## src/rtl/note_scheduler.sv

```systemverilog
// Note scheduler: walks the note ROM and issues each note to its string
// once song_time comes within LOOKAHEAD of the note's play time.
module note_scheduler #(
    parameter logic [15:0] LOOKAHEAD = 16'd2000,
    parameter int          ADDR_W    = 12
) (
    input  logic              clk65,
    input  logic              rst_n,
    input  logic              start,
    input  logic              pause,
    input  logic [15:0]       song_time,
    output logic [ADDR_W-1:0] rom_addr,
    input  logic [23:0]       rom_data,
    output logic [29:0]       fret,
    output logic [15:0]       fret_time,
    output logic [5:0]        fret_en,
    output logic              done,
    output logic [15:0]       note_count
);

    typedef enum logic [2:0] {
        IDLE,
        FETCH,
        CHECK,
        ISSUE,
        DONE
    } state_t;

    state_t            state;
    logic [ADDR_W-1:0] addr;
    logic [15:0]       song_time_q;

    logic [15:0] note_time;
    logic [2:0]  note_str;
    logic [4:0]  note_fret;
    logic [16:0] deadline;
    logic        due;
    logic        rewind;

    assign note_time = rom_data[23:8];
    assign note_str  = rom_data[7:5];
    assign note_fret = rom_data[4:0];
    assign deadline  = {1'b0, song_time} + {1'b0, LOOKAHEAD};
    assign due       = ({1'b0, note_time} <= deadline);
    assign rewind    = (state != IDLE) &&
                       (start || (song_time < song_time_q));
    assign rom_addr  = addr;

    always_ff @(posedge clk65 or negedge rst_n) begin
        if (!rst_n) begin
            state       <= IDLE;
            addr        <= '0;
            fret        <= '0;
            fret_time   <= '0;
            fret_en     <= '0;
            done        <= 1'b0;
            note_count  <= '0;
            song_time_q <= '0;
        end else begin
            song_time_q <= song_time;
            fret_en     <= '0;
            // Rewind (or a restart) wins over whatever the FSM would do.
            if (rewind) begin
                state      <= FETCH;
                addr       <= '0;
                fret       <= '0;
                note_count <= '0;
                done       <= 1'b0;
            end else begin
                unique case (state)
                    IDLE: begin
                        if (start) begin
                            state      <= FETCH;
                            addr       <= '0;
                            note_count <= '0;
                        end
                    end
                    FETCH: state <= CHECK;
                    CHECK: begin
                        if (note_time == 16'hFFFF) begin
                            state <= DONE;
                            done  <= 1'b1;
                        end else if (note_str > 3'd5) begin
                            addr  <= addr + 1'b1;
                            state <= FETCH;
                        end else if (!pause && due) begin
                            state     <= ISSUE;
                            fret_en   <= 6'(1) << note_str;
                            fret_time <= note_time;
                            for (int s = 0; s < 6; s++) begin
                                if (note_str == 3'(s))
                                    fret[5*s +: 5] <= note_fret;
                            end
                            if (note_count != 16'hFFFF)
                                note_count <= note_count + 16'd1;
                        end
                    end
                    ISSUE: begin
                        addr  <= addr + 1'b1;
                        state <= FETCH;
                    end
                    DONE: state <= DONE;
                    default: state <= IDLE;
                endcase
            end
        end
    end

endmodule

```

## config.mk

```make
export PLATFORM = sky130hd
export DESIGN_NAME = note_scheduler
export DESIGN_NICKNAME = d
export VERILOG_FILES = /design/src/rtl/note_scheduler.sv
export SDC_FILE = /design/constraint.sdc
export NUM_CORES = 1
export LEC_CHECK = 0
export ABC_AREA = 1
export CAP_MARGIN = 0
export CORE_ASPECT_RATIO = 0.75
export CORE_MARGIN = 10
export CORE_UTILIZATION = 41
export DETAILED_ROUTE_END_ITERATION = 12
export PLACE_DENSITY = 0.68
export SETUP_SLACK_MARGIN = 0.2
export SYNTH_ARGS = -nofsm -noshare
export SYNTH_HDL_FRONTEND = slang
export SYNTH_SLANG_ARGS = --single-unit
```

## constraint.sdc

```tcl
create_clock -name clk65 -period 2.22 [get_ports clk65]
set_input_delay 0.444 -clock clk65 [delete_from_list [all_inputs] [get_ports clk65]]
set_output_delay 0.444 -clock clk65 [all_outputs]
set_load 0.01 [all_outputs]
```

==> results.md, run 1 <==
Run status:
- The run finished, with violations left.
- The checks that failed: setup timing.

Worst setup path:
- By instance count, the cell type seen most on the critical path is sky130_fd_sc_hd__nand2_2.
- For the worst setup path, the data required time is 2.51 ns.
- Across all register-to-register paths, the minimum setup slack is -0.05 ns.
- Traced cell by cell, the critical path runs through buf_8 > a21oi_4 > nand3_4 > buf_6 > buf_6 > xor2_1 > inv_1 > ha_4 > nand2_2 > nor3_2 > nand3_1 > o21a_1 > nand2_4 > nand2_4 > nor2_4 > buf_12 > nand2_8 > nand2_8 > nand2_2 > nand2_2.
- The worst register-to-register path ends at fret[11].
- The worst setup path is launched from a primary input.
- The worst register-to-register path has a depth of 13.
- The slowest stage of the critical path belongs to the cell sky130_fd_sc_hd__ha_4.
- Data on the critical path arrives at its endpoint at 2.84 ns.
- The worst setup path startpoint is song_time[4].
- The reg-to-reg startpoint is song_time_q[15].
- For this run, the slowest stage of the critical path takes 0.27 ns.
- The type of destination of the critical path is a flip-flop.
- In this run the worst path has a maximum fanout of 7.
- The critical path is of the primary input to flip-flop type.

Yosys:
- The unique cell type count in the Yosys netlist is 33.
- The Yosys step of the flow raised 0 warnings.
- The number of nets in the synthesized netlist is 855.
- Synthesis produced a netlist whose cell count is 777.
- The share of synthesized area in the top cell type comes to 42.4%.
- The mapped cell area is 5900 µm².
- The mean post-synth cell area is 7.59 µm².
- In this run, synthesis produced a sequential element count of 100.
- The number of enable-type register cells in the synthesized netlist is 0.
- Yosys attributes the largest share of cell area to sky130_fd_sc_hd__dfrtp_1 (42%), sky130_fd_sc_hd__nand2_1 (15%), sky130_fd_sc_hd__nand3_1 (8.0%), sky130_fd_sc_hd__ha_1 (7.2%), sky130_fd_sc_hd__nor2_1 (5.0%).
- The most used flip-flop cell after synthesis is sky130_fd_sc_hd__dfrtp_1.
- The share of synthesized flip-flops with an asynchronous set or reset is 100%.
- The share of the Yosys chip area taken by registers is 42.4%.
- The largest total area in the synthesized netlist belongs to sky130_fd_sc_hd__dfrtp_1.

Global routing:
- The highest-utilization routing layer at the global route stage is met2.
- The via count of the first global-routing pass was 5982.
- The met2 usage in global routing is 30.8%.
- Global routing consumed, on the met1 layer, 24.6% of the routing resources.
- The initial antenna violation count is 0.
- For this run the aggregate overflow at the end of global routing stands at 0.
- The first global-routing pass estimated 30000 µm of wire.
- The pin count of the biggest net entering global routing is 42.
- Across every metal layer, demand over resource in global routing totals 18.8%.
- In the global route stage, met3 resource usage came out at 4.68%.

Floorplan:
- The initial standard-cell utilization of the core is 42.5%.
- After floorplanning, the core was sized to cover 13900 µm².
- The die extent in x is 158 µm.
- The number of top-level pins is 125.
- The height of the chip is 124 µm.
- The die covers 19600 µm².
- The site row count is 37.

Place:
- Input and output buffers added on the ports amount to 124.
- Summing all placed instances gives a cell area of 7970 µm².
- The global placement routability congestion is 0.875.
- The total half-perimeter wirelength after legalization and detailed placement is 13000 µm.
- Prior to clock tree synthesis, the placed netlist has a worst setup slack of -1.21 ns.

Layout:
- The number of diodes is 0.
- At the end of the flow, the number of nets in the layout was 1074.
- The area added between synthesis and finish is 57.9%.
- The share of post-route cells with drive strength above 1 is 30.8%.
- Counting the fill cells in the layout gives 1147.
- At the end of the flow the core is filled with cells to 67.1%.
- Summing all non-filler instances in the final layout gives an area of 9320 µm².

Routing:
- In the routed design, unresolved DRC markers number 0.
- The remaining antenna violation count after routing is 0.
- Using the TritonRoute via totals, the vias-per-cell ratio works out to 5.02.
- Summed over all layers, the routed wires come to 18400 µm.
- The first detailed-routing pass ran for 4 iterations.
- For this block, the via count after detailed routing is 5903.
- The routed length per placed instance is 15.7 µm.
- The first-iteration detailed-routing DRC count is 300.

Timing:
- The setup-violating endpoint count in the final report is 69.
- For the final database, setup skew stands at 0.0147 ns.
- Setup repair after global routing could not meet its margin everywhere.
- The final critical-path required period is 2.54 ns.
- At the pin with the least slew margin, the transition time is 0.718 ns.
- The worst path uses 115% of the clock period.
- Headroom to the max-slew limit came out at 51.8%.
- Timing would allow up to 0.393 GHz.
- The hold violation total from the final report is 0.
- The final-report max-slew violation count is 0.
- The worst path setup slack after routing is -0.324 ns.

Pwr:
- Summed over all cells, the static leakage comes to 4.47 nW.
- The design draws 7.43 mW.
- The peak supply drop is 0.000606 V.
- The total power divided by cell area is 797 nW/µm².

Clock tree:
- At the later pin of the worst-skew pair, clock insertion delay measures 0.35 ns.
- The clock sink total is 100.
- The count of hold buffers inserted by post-cts repair is 0.
- The H-tree was split into 3 levels.
- The clock-pin slew of the registers on the worst-case setup and hold paths is 0.08 ns.
- The number of clock buffers inserted by TritonCTS is 9.
- The cell at the root of the clock tree is sky130_fd_sc_hd__clkbuf_16.
- TritonCTS built the clock tree.
- In this run the deepest clock path goes through 2 buffers.

Hold path:
- In this run the worst hold path is classified as primary input to async pin.

Flow run:
- The number of max-cap violations is 0.
[metal layers]
layer	part of all wire (%)	up-vias	routed length [µm]
li1	-	2938	-
met1	45	2800	8260
met2	48	141	8770
met3	6.1	24	1120
met4	1.5	0	275
met5	0	-	0
[report_power, final]
group	total, mW	switching (mW)	internal (mW)
registers	2.45	0.254	2.19
logic	3.40	1.79	1.61
clock network	1.58	0.733	0.847
[final cells by class]
class	count	area [µm²]	area share (%)
repair buffers	228	2210	23.8
well taps	175	219	2.35
multi-input cells	573	3750	40.3
clock inverters	5	47.5	0.510
clock buffers	11	253	2.71
flip-flops and latches	100	2500	26.9
inverters	84	330	3.55
[cell usage after synthesis (6+ instances only)]
cell type / instances
sky130_fd_sc_hd__or2_2: 7
sky130_fd_sc_hd__nand3b_1: 6
sky130_fd_sc_hd__buf_2: 9
sky130_fd_sc_hd__a21oi_1: 13
sky130_fd_sc_hd__nand4_1: 10
sky130_fd_sc_hd__nor3_1: 12
sky130_fd_sc_hd__o21ai_0: 36
sky130_fd_sc_hd__nand3_1: 94
sky130_fd_sc_hd__clkbuf_1: 6
sky130_fd_sc_hd__inv_2: 6
sky130_fd_sc_hd__nor2_1: 79
sky130_fd_sc_hd__nand2_1: 229
sky130_fd_sc_hd__inv_1: 78
sky130_fd_sc_hd__nand2_2: 9
sky130_fd_sc_hd__nand2_4: 10
sky130_fd_sc_hd__ha_1: 34
sky130_fd_sc_hd__nor2_2: 6
sky130_fd_sc_hd__xor2_1: 11
sky130_fd_sc_hd__dfrtp_1: 100
[worst max-delay path by stage]
stage	to	depth (start not counted)
after global placement	fret[29]	20
after detailed placement	fret[29]	20
final	fret[8]	20
after global routing	fret[7]	22
after floorplan	fret[20]	18
after CTS	fret[4]	21
[flip-flops by register name, indices dropped and copies added (netlist names)]
name	count
fret_time	16
state	3
done	1
song_time_q	16
rom_addr	12
note_count	16
fret_en	6
fret	30
[per-stage QoR]
stage	hold slack, ns	instances	TNS, ns
2_1_floorplan	0.148	777	-17.79
3_3_place_gp	0.480	1140	-78.08
3_5_place_dp	0.476	1140	-84.95
4_1_cts	0.109	1171	-18.16
5_1_grt	0.122	1176	-28.35
6_report	0.0914	1176	-19.25
[critical path, delay by kind of cell]
| family | cells | cell delay, ns |
|---|---|---|
| AO/OA/AOI/OAI | 2 | 0.31 |
| AND/OR/NAND/NOR | 11 | 1.04 |
| XOR/XNOR | 1 | 0.15 |
| buffers and inverters | 5 | 0.61 |
| adder cells (fa/ha/maj) | 1 | 0.27 |
[layout by cell type (no fill, tap or decap), drive strengths merged]
cell	netlist	layout
a31o	1	1
a21o	1	1
nor4	1	1
nand2	248	248
o21a	1	1
clkinvlp	0	1
nand4	10	10
dlymetal6s2s	0	3
ha	34	34
inv	84	87
buf	13	115
nand3	95	95
dfrtp	100	100
nor2	89	89
clkdlybuf4s50	0	105
a21oi	13	13
nand3b	6	6
clkinv	0	1
dlygate4sd2	0	3
o21ai	37	37
o211ai	2	2
nor3	14	14
xnor2	3	3
clkbuf	7	13
or2	7	7
xor2	11	11
[what timing repair did]
item / in CTS / in global routing
endpoints found under the setup margin: 84 / 82
gates resized for setup: 197 / 98
gates cloned: 3 / 1
pin swaps: 82 / 57
buffers inserted: 12 / 4
[cells by family (layout without fill, tap and decap cells)]
group,count (synthesis),after routing,share of synthesized area (%)
AND/OR/NAND/NOR,470,470,36.0
buffers and inverters,104,328,7.34
flip-flops,100,100,42.4
AO/OA/AOI/OAI,55,55,4.90
adder cells (fa/ha/maj),34,34,7.21
XOR/XNOR,14,14,2.08
Power figures use the tool's default switching activity.
==> run 2, diff against run 1 <==
ABC_AREA = unset   (was 1)
PLACE_DENSITY = 0.69   (was 0.68)
clock period = 2.5 ns   (was 2.22 ns; I/O delays follow)
==> results.md, run 2 <==
Worst setup path:
- The worst-path cell with the longest stage delay is sky130_fd_sc_hd__or4_4 (was sky130_fd_sc_hd__ha_4).
- The cell repeated most along the worst path is sky130_fd_sc_hd__and3_4 (was sky130_fd_sc_hd__nand2_2).
- The stage delay of the slowest cell on the critical path was 0.53 ns (was 0.27 ns).
- The count of cells along the worst register-to-register path is 16 (was 13).
- The worst setup path endpoint is fret_time[11] (was fret[8]).
- The data arrival time at the worst-slack endpoint is 3.74 ns (was 2.84 ns).
- The end of the worst register-to-register path is note_count[9] (was fret[11]).
- Critical path cell sequence: buf_6 > or4_4 > a211o_1 > and3_4 > nand3_2 > xor2_1 > ha_1 > and3_4 > a211oi_2 > o221ai_2 > o32ai_4 > and2_4 > nand3_4 > buf_12 > mux2_4 (was buf_8 > a21oi_4 > nand3_4 > buf_6 > buf_6 > xor2_1 > inv_1 > ha_4 > nand2_2 > nor3_2 > nand3_1 > o21a_1 > nand2_4 > nand2_4 > nor2_4 > buf_12 > nand2_8 > nand2_8 > nand2_2 > nand2_2).
- The required time of the critical path is 2.73 ns (was 2.51 ns).
- The category of the most critical setup path was primary input to flip-flop (unchanged).
- The type of destination of the critical path is a flip-flop (unchanged).
- The startpoint type of the worst setup path is a primary input (unchanged).
- The reg-to-reg startpoint is song_time_q[11] (was song_time_q[15]).
- The worst setup path startpoint was song_time[8] (was song_time[4]).
- The largest fanout on the critical path is 8 (was 7).
- The flop-to-flop setup slack is -0.43 ns (was -0.05 ns).

Routing:
- The via-per-instance ratio is 5.45 (was 5.02).
- The DRC violation count after routing is 0 (unchanged).
- The routed length per placed instance came to 19.0 µm (was 15.7 µm).
- The overall routed net length is 17200 µm (was 18400 µm).
- The first-iteration detailed-routing DRC count was 239 (was 300).
- The number of iterations in the first detailed-routing pass is 5 (was 4).
- The routed via count is 4929 (was 5903).
- The remaining antenna violation count after routing came to 0 (unchanged).

Clock tree:
- The number of clock buffers inserted by TritonCTS is 9 (unchanged).
- The largest buffer count on any clock path is 2 (unchanged).
- The TritonCTS clock tree is yes (unchanged).
- The cell at the root of the clock tree is sky130_fd_sc_hd__clkbuf_16 (unchanged).
- The later-pin clock latency in the skew report was 0.35 ns (about the same).
- The clock sink total was 100 (unchanged).
- The clock-pin slew of the registers on the worst-case setup and hold paths is 0.08 ns (about the same).
- The H-tree depth reported by CTS is 3 (unchanged).
- The count of hold buffers inserted by post-cts repair is 0 (unchanged).

Yosys:
- The xor-xnor portion of the synthesized cell area is 1.49% (was 2.08%).
- The share of synthesized flip-flops with an asynchronous set or reset is 100% (unchanged).
- The post-synthesis cell type with the largest combined area is sky130_fd_sc_hd__dfrtp_1 (unchanged).
- The mapped cell area came to 5300 µm² (was 5900 µm²).
- The cell count after synthesis is 510 (was 777).
- The sequential-to-total area share from yosys stat came to 47.2% (was 42.4%).
- The compound-gate portion of the synthesized area is 13.1% (was 4.90%).
- The most repeated cell in the gate-level netlist after synthesis is sky130_fd_sc_hd__dfrtp_1 (was sky130_fd_sc_hd__nand2_1).
- The share of the synthesized area in the top cell type was 47.2% (was 42.4%).
- The share of synthesized area spent on multiplexers is 9.26% (was 0%).
- The count of yosys warnings during synthesis is 0 (unchanged).
- The mean post-synth cell area is 10.4 µm² (was 7.59 µm²).
- The post-synthesis register bit count was 100 (unchanged).
- The simple-gate share of the synthesized area came to 16.4% (was 36.0%).
- The number of enable-type register cells in the synthesized netlist is 0 (unchanged).
- Most frequent cells after synthesis: sky130_fd_sc_hd__dfrtp_1 (100), sky130_fd_sc_hd__nor2_1 (48), sky130_fd_sc_hd__inv_1 (42), sky130_fd_sc_hd__ha_1 (34), sky130_fd_sc_hd__mux2i_1 (31) (was sky130_fd_sc_hd__nand2_1 (229), sky130_fd_sc_hd__dfrtp_1 (100), sky130_fd_sc_hd__nand3_1 (94), sky130_fd_sc_hd__nor2_1 (79), sky130_fd_sc_hd__inv_1 (78)).
- The unique cell type count in the Yosys netlist came to 56 (was 33).
- The dominant combinational cell family by area after synthesis was simple AND/OR/NAND/NOR gates (unchanged).
- The number of nets in the synthesized netlist was 588 (was 855).
- The share of synthesized cell area in full adder, half adder and majority cells is 8.03% (was 7.21%).
- The primary flip-flop cell chosen by synthesis mapping is sky130_fd_sc_hd__dfrtp_1 (unchanged).
- Cell types occupying the most area after synthesis: sky130_fd_sc_hd__dfrtp_1 (47%), sky130_fd_sc_hd__ha_1 (8.0%), sky130_fd_sc_hd__mux2i_1 (5.9%), sky130_fd_sc_hd__nor2_1 (3.4%), sky130_fd_sc_hd__inv_1 (3.0%) (was sky130_fd_sc_hd__dfrtp_1 (42%), sky130_fd_sc_hd__nand2_1 (15%), sky130_fd_sc_hd__nand3_1 (8.0%), sky130_fd_sc_hd__ha_1 (7.2%), sky130_fd_sc_hd__nor2_1 (5.0%)).

Layout:
- The area taken by multi-input logic gates is 3230 µm² (was 3750 µm²).
- Commonest cells after routing, fill and taps aside: sky130_fd_sc_hd__clkdlybuf4s50_1 (113), sky130_fd_sc_hd__dfrtp_1 (100), sky130_fd_sc_hd__buf_4 (75) (was sky130_fd_sc_hd__nand2_1 (196), sky130_fd_sc_hd__clkdlybuf4s50_1 (105), sky130_fd_sc_hd__dfrtp_1 (100)).
- The register cell area after layout is 2500 µm² (unchanged).
- The fill cell total of the finished layout came to 895 (was 1147).
- The number of nets in the final layout is 812 (was 1074).
- The number of diodes was 0 (unchanged).
- The largest register by flop count is fret (unchanged).
- The area added between synthesis and finish is 63.1% (was 57.9%).
- The share of post-route cells with drive strength above 1 is 30.3% (was 30.8%).
- The final core utilization is 69.2% (was 67.1%).
- The count of non-filler cells in the finished layout came to 905 (was 1176).
- The commonest non-fill, non-tap cell in the layout was sky130_fd_sc_hd__clkdlybuf4s50_1 (was sky130_fd_sc_hd__nand2_1).
- The flip-flop count of the largest register, all copies and words added is 30 (unchanged).

Place:
- The global placement routability congestion came to 0.916 (was 0.875).
- The number of port buffers is 124 (unchanged).
- The total half-perimeter wirelength after legalization and detailed placement was 12100 µm (was 13000 µm).
- The placed cell count came to 864 (was 1140).

Timing:
- The hold violation total from the final report is 0 (unchanged).
- The worst path setup slack after routing came to -1.00 ns (was -0.324 ns).
- The max-slew headroom at the worst pin is 58.9% (was 51.8%).
- The final critical-path required period is 3.50 ns.
- The final critical path takes up 140% of the cycle.
- Timing would allow up to 0.285 GHz.
- The setup-violating endpoint count in the final report is 84 (was 69).
- The slew of the pin with the lowest slew margin is 0.611 ns (was 0.718 ns).
- The hold slack was 0.129 ns (was 0.0914 ns).
- The worst clock skew is 0.0102 ns (was 0.0147 ns).
- The final-report max-slew violation count is 0 (unchanged).
- Setup repair after global routing missed its margin: yes (unchanged).

Floorplan:
- The number of top-level pins is 125 (unchanged).
- The die outline area came to 17900 µm² (was 19600 µm²).
- The die extent in x is 151 µm (was 158 µm).
- The initial standard-cell utilization of the core is 42.4% (was 42.5%).
- The height of the chip is 118 µm (was 124 µm).
- The site row count was 35 (was 37).
- The area of the core is 12500 µm² (was 13900 µm²).

Run status:
- Violations in the final reports: setup timing (unchanged).
- Outcome: complete, but fails checks (unchanged).

Global routing:
- The pin count of the biggest net entering global routing is 43 (was 42).
- The combined global-route utilization of all metal layers came to 18.3% (was 18.8%).
- The via count of the first global-routing pass was 5183 (was 5982).
- The remaining global-route overflow is 0 (unchanged).
- The first-pass GRT wire length is 26600 µm (was 30000 µm).
- The initial antenna violation count came to 0 (unchanged).

Hold path:
- The worst min-delay path class is primary input to async pin (unchanged).

Pwr:
- The peak supply drop came to 0.000410 V (was 0.000606 V).
- The leakage power is 3.78 nW (was 4.47 nW).
- The total power draw came to 3.81 mW (was 7.43 mW).
- The total power divided by cell area is 441 nW/µm² (was 797 nW/µm²).

Flow run:
- The number of max-cap violations was 0 (unchanged).
run 2: worst min-delay path by stage:
| stage | to | slack, ns |
|---|---|---|
| final | song_time_q[9] | 0.13 |
| after global routing | song_time_q[9] | 0.16 |
| after CTS | song_time_q[9] | 0.15 |
| after detailed placement | note_count[6] | 0.50 |
| after global placement | note_count[6] | 0.49 |
| after floorplan | done | 0.20 |
run 2: layout make-up:
class                   instances  area share, %
clock buffers                   9           2.61
clock inverters                 7          0.942
inverters                      42           1.83
multi-input cells             351           37.4
flip-flops and latches        100           29.0
well taps                     166           2.41
repair buffers                230           25.9
run 2: routing by layer:
layer | vias to the layer above | share of wire (%) | GRT usage [%]
met3 | 27 | 6.5 | 4.77
met4 | 0 | 1.9 | 5.16
li1 | 2315 | - | -
met1 | 2423 | 44 | 23.8
met5 | - | 0 | 0
met2 | 164 | 48 | 29.2
run 2: cells by family after synthesis:
family          count (synthesis)
mux                            47
compound gates                 99
flops                         100
xor+xnor                        9
fa+ha+maj                      34
simple gates                  162
buf+inv                        59
run 2: through the flow:
stage	setup slack [ns]	TNS [ns]	instance area (µm²)
floorplan	-1.33	-79.70	5460
global placement	-1.75	-130.46	7440
detailed placement	-1.85	-136.75	7440
CTS	-1.08	-76.10	8330
global route	-1.12	-82.37	8640
finish	-1.00	-73.19	8640
run 2: repair_timing:
action | 4_1_cts | 5_1_grt
cloned | 2 | 0
endpoints found under the setup margin | 84 | 84
buffers inserted | 19 | 4
resized for setup | 109 | 49
pin swaps | 36 | 21
endpoints found under the hold margin | 0 | 0
run 2: power by group:
group | internal (mW) | switching [mW]
combinational | 0.356 | 0.362
clock | 0.718 | 0.704
sequential | 1.65 | 0.0244
run 2: critical path, delay by kind of cell:
kind	cells	cell delay (ns)
fa+ha+maj	1	0.29
xor+xnor	1	0.16
compound gates	4	0.94
simple gates	6	1.28
buf+inv	2	0.28
mux	1	0.29
==> run 3, diff against run 2 <==
PLACE_DENSITY = 0.68   (was 0.69)
TNS_END_PERCENT = 50   (was unset)
clock period = 3.51 ns   (was 2.5 ns; I/O delays follow)
==> results.md, run 3 (synthesis results as in run 2) <==
Routing:
- The overall routed net length is 15100 µm (was 17200 µm).
- The routed length per placed instance is 17.6 µm (was 19.0 µm).
- The via-per-instance ratio was 5.37 (was 5.45).
- The first-iteration detailed-routing DRC count is 203 (was 239).
- The number of iterations in the first detailed-routing pass is 5 (unchanged).
- The routed via count is 4614 (was 4929).
- The remaining antenna violation count after routing is 0 (unchanged).
- The DRC violation count after routing is 0 (unchanged).

Worst setup path:
- The type of destination of the critical path is a flip-flop (unchanged).
- The number of buffer and inverter instances along the worst setup path is 3 (was 2).
- Critical path cell sequence: buf_6 > or4_4 > or3_4 > nand4_1 > xor2_1 > ha_1 > and3_4 > a211oi_2 > o221ai_1 > o32ai_2 > buf_4 > and2_4 > nand3_4 > buf_12 > mux2_4 (was buf_6 > or4_4 > a211o_1 > and3_4 > nand3_2 > xor2_1 > ha_1 > and3_4 > a211oi_2 > o221ai_2 > o32ai_4 > and2_4 > nand3_4 > buf_12 > mux2_4).
- The data arrival time at the worst-slack endpoint is 3.97 ns (was 3.74 ns).
- The category of the most critical setup path is primary input to flip-flop (unchanged).
- The largest delay contributor family on the critical path is simple AND/OR/NAND/NOR gates (unchanged).
- The required time of the critical path is 3.74 ns (was 2.73 ns).
- The reg-to-reg startpoint is note_count[0] (was song_time_q[11]).
- The largest fanout on the critical path is 16 (was 8).
- The worst setup path startpoint is song_time[8] (unchanged).
- The worst-path cell with the longest stage delay is sky130_fd_sc_hd__or4_4 (unchanged).
- The startpoint type of the worst setup path is a primary input (unchanged).
- The stage delay of the slowest cell on the critical path was 0.53 ns (about the same).

Layout:
- The flip-flop count of the largest register, all copies and words added is 30 (unchanged).
- The post-layout instance area was 7710 µm² (was 8640 µm²).
- The final core utilization came to 61.8% (was 69.2%).
- The fill cell total of the finished layout is 1030 (was 895).
- The area added between synthesis and finish is 45.7% (was 63.1%).
- The number of diodes is 0 (unchanged).
- The area taken by multi-input logic gates came to 2770 µm² (was 3230 µm²).
- The number of nets in the final layout is 766 (was 812).
- The share of post-route cells with drive strength above 1 is 19.9% (was 30.3%).
- Commonest cells after routing, fill and taps aside: sky130_fd_sc_hd__clkdlybuf4s50_1 (116), sky130_fd_sc_hd__dfrtp_1 (100), sky130_fd_sc_hd__nor2_1 (48) (was sky130_fd_sc_hd__clkdlybuf4s50_1 (113), sky130_fd_sc_hd__dfrtp_1 (100), sky130_fd_sc_hd__buf_4 (75)).
- The commonest non-fill, non-tap cell in the layout is sky130_fd_sc_hd__clkdlybuf4s50_1 (unchanged).
- The register cell area after layout is 2500 µm² (unchanged).
- The largest register by flop count is fret (unchanged).

Timing:
- Setup repair after global routing missed its margin: yes (unchanged).
- The final-report max-slew violation count is 0 (unchanged).
- The slew of the pin with the lowest slew margin is 0.932 ns (was 0.611 ns).
- Of the available clock period, the critical path in the final layout requires 107%.
- The hold violation total from the final report is 0 (unchanged).
- The max-slew headroom at the worst pin was 37.9% (was 58.9%).
- The worst clock skew is 0.0109 ns (was 0.0102 ns).
- The accumulated negative setup slack is -8.15 ns (was -73.19 ns).
- The final critical-path required period is 3.74 ns.
- The setup-violating endpoint count in the final report came to 59 (was 84).
- Timing would allow up to 0.267 GHz.
- The worst path setup slack after routing is -0.229 ns (was -1.00 ns).

Floorplan:
- The initial standard-cell utilization of the core is 42.4% (unchanged).
- The area of the core is 12500 µm² (unchanged).
- The die extent in x came to 151 µm (unchanged).
- The site row count was 35 (unchanged).
- The number of top-level pins is 125 (unchanged).
- The height of the chip is 118 µm (unchanged).
- The die outline area is 17900 µm² (unchanged).

Flow run:
- The number of max-cap violations is 0 (unchanged).

Global routing:
- The combined global-route utilization of all metal layers was 15.9% (was 18.3%).
- The pin count of the biggest net entering global routing is 53 (was 43).
- The via count of the first global-routing pass came to 4542 (was 5183).
- The remaining global-route overflow is 0 (unchanged).
- The first-pass GRT wire length is 23600 µm (was 26600 µm).
- The initial antenna violation count is 0 (unchanged).

Pwr:
- The leakage power was 3.42 nW (was 3.78 nW).
- The peak supply drop is 0.000285 V (was 0.000410 V).
- The total power draw is 2.59 mW (was 3.81 mW).
- The total power divided by cell area was 336 nW/µm² (was 441 nW/µm²).

Clock tree:
- The H-tree depth reported by CTS was 3 (unchanged).
- The clock-pin slew of the registers on the worst-case setup and hold paths came to 0.08 ns (about the same).
- The later-pin clock latency in the skew report came to 0.35 ns (about the same).
- The clock sink total is 100 (unchanged).
- The cell at the root of the clock tree was sky130_fd_sc_hd__clkbuf_16 (unchanged).
- The largest buffer count on any clock path was 2 (unchanged).
- The number of clock buffers inserted by TritonCTS is 9 (unchanged).
- The TritonCTS clock tree is yes (unchanged).

Hold path:
- The worst min-delay path class is primary input to async pin (unchanged).

Place:
- The global placement routability congestion is 0.876 (was 0.916).
- The placement-stage cell area is 7120 µm² (was 7440 µm²).
- The post-placement worst setup slack was -1.05 ns (was -1.85 ns).
- The total half-perimeter wirelength after legalization and detailed placement is 11100 µm (was 12100 µm).
- The number of port buffers came to 124 (unchanged).

Run status:
- Violations in the final reports: setup timing (unchanged).
- Outcome: complete, but fails checks (unchanged).
==> run 3: cell types whose count changed in the layout (fill, tap and decap cells not counted), moves of 5 or more <==
cell / change
sky130_fd_sc_hd__o31ai_1: +6
sky130_fd_sc_hd__o31ai_4: -8
sky130_fd_sc_hd__a31oi_1: +5
sky130_fd_sc_hd__buf_6: -10
sky130_fd_sc_hd__buf_4: -29
==> run 3: final cells by class <==
type,count,share of cell area (%)
multi-input combinational,351,35.9
sequential,100,32.4
timing repair buffer,184,22.9
clock buffer,9,2.92
tap,166,2.69
inverter,42,2.04
clock inverter,7,1.04
==> run 3: power breakdown <==
group          switching (mW)  internal [mW]
Sequential             0.0131           1.17
Combinational           0.210          0.194
Clock                   0.497          0.508
==> run 3: path summary, 6_finish.rpt <==
kind                             endpoint  slack [ns]  cells after the start
max in group asynchronous   note_count[5]        2.42                      2
setup / recovery            fret_time[12]       -0.23                     15
hold reg to reg             note_count[6]        0.51                      1
setup reg to reg           note_count[10]        0.75                      8
hold / removal                rom_addr[8]        0.38                      1
min in group clk65          note_count[6]        0.51                      1
==> run 3: through the flow <==
stage                     hold WS [ns]  std cells
after global routing             0.432        859
after floorplan                  0.406        510
after CTS                        0.408        854
after global placement           0.490        833
final                            0.383        859
after detailed placement         0.495        833
==> run 3: repair_timing <==
item                                   4_1_cts  5_1_grt
hold buffers                                 0        0
resized for setup                           38       42
endpoints found under the hold margin        0        0
pin swaps                                   23       18
setup endpoints to repair                   78       81
buffers inserted                             4        4
cloned                                       1        1
==> run 3: layer usage <==
layer  GRT usage (%)  wire [µm]
met1            21.7       6970
met2            24.3       6840
met3            5.53       1200
met4            2.40         78
met5               0          0
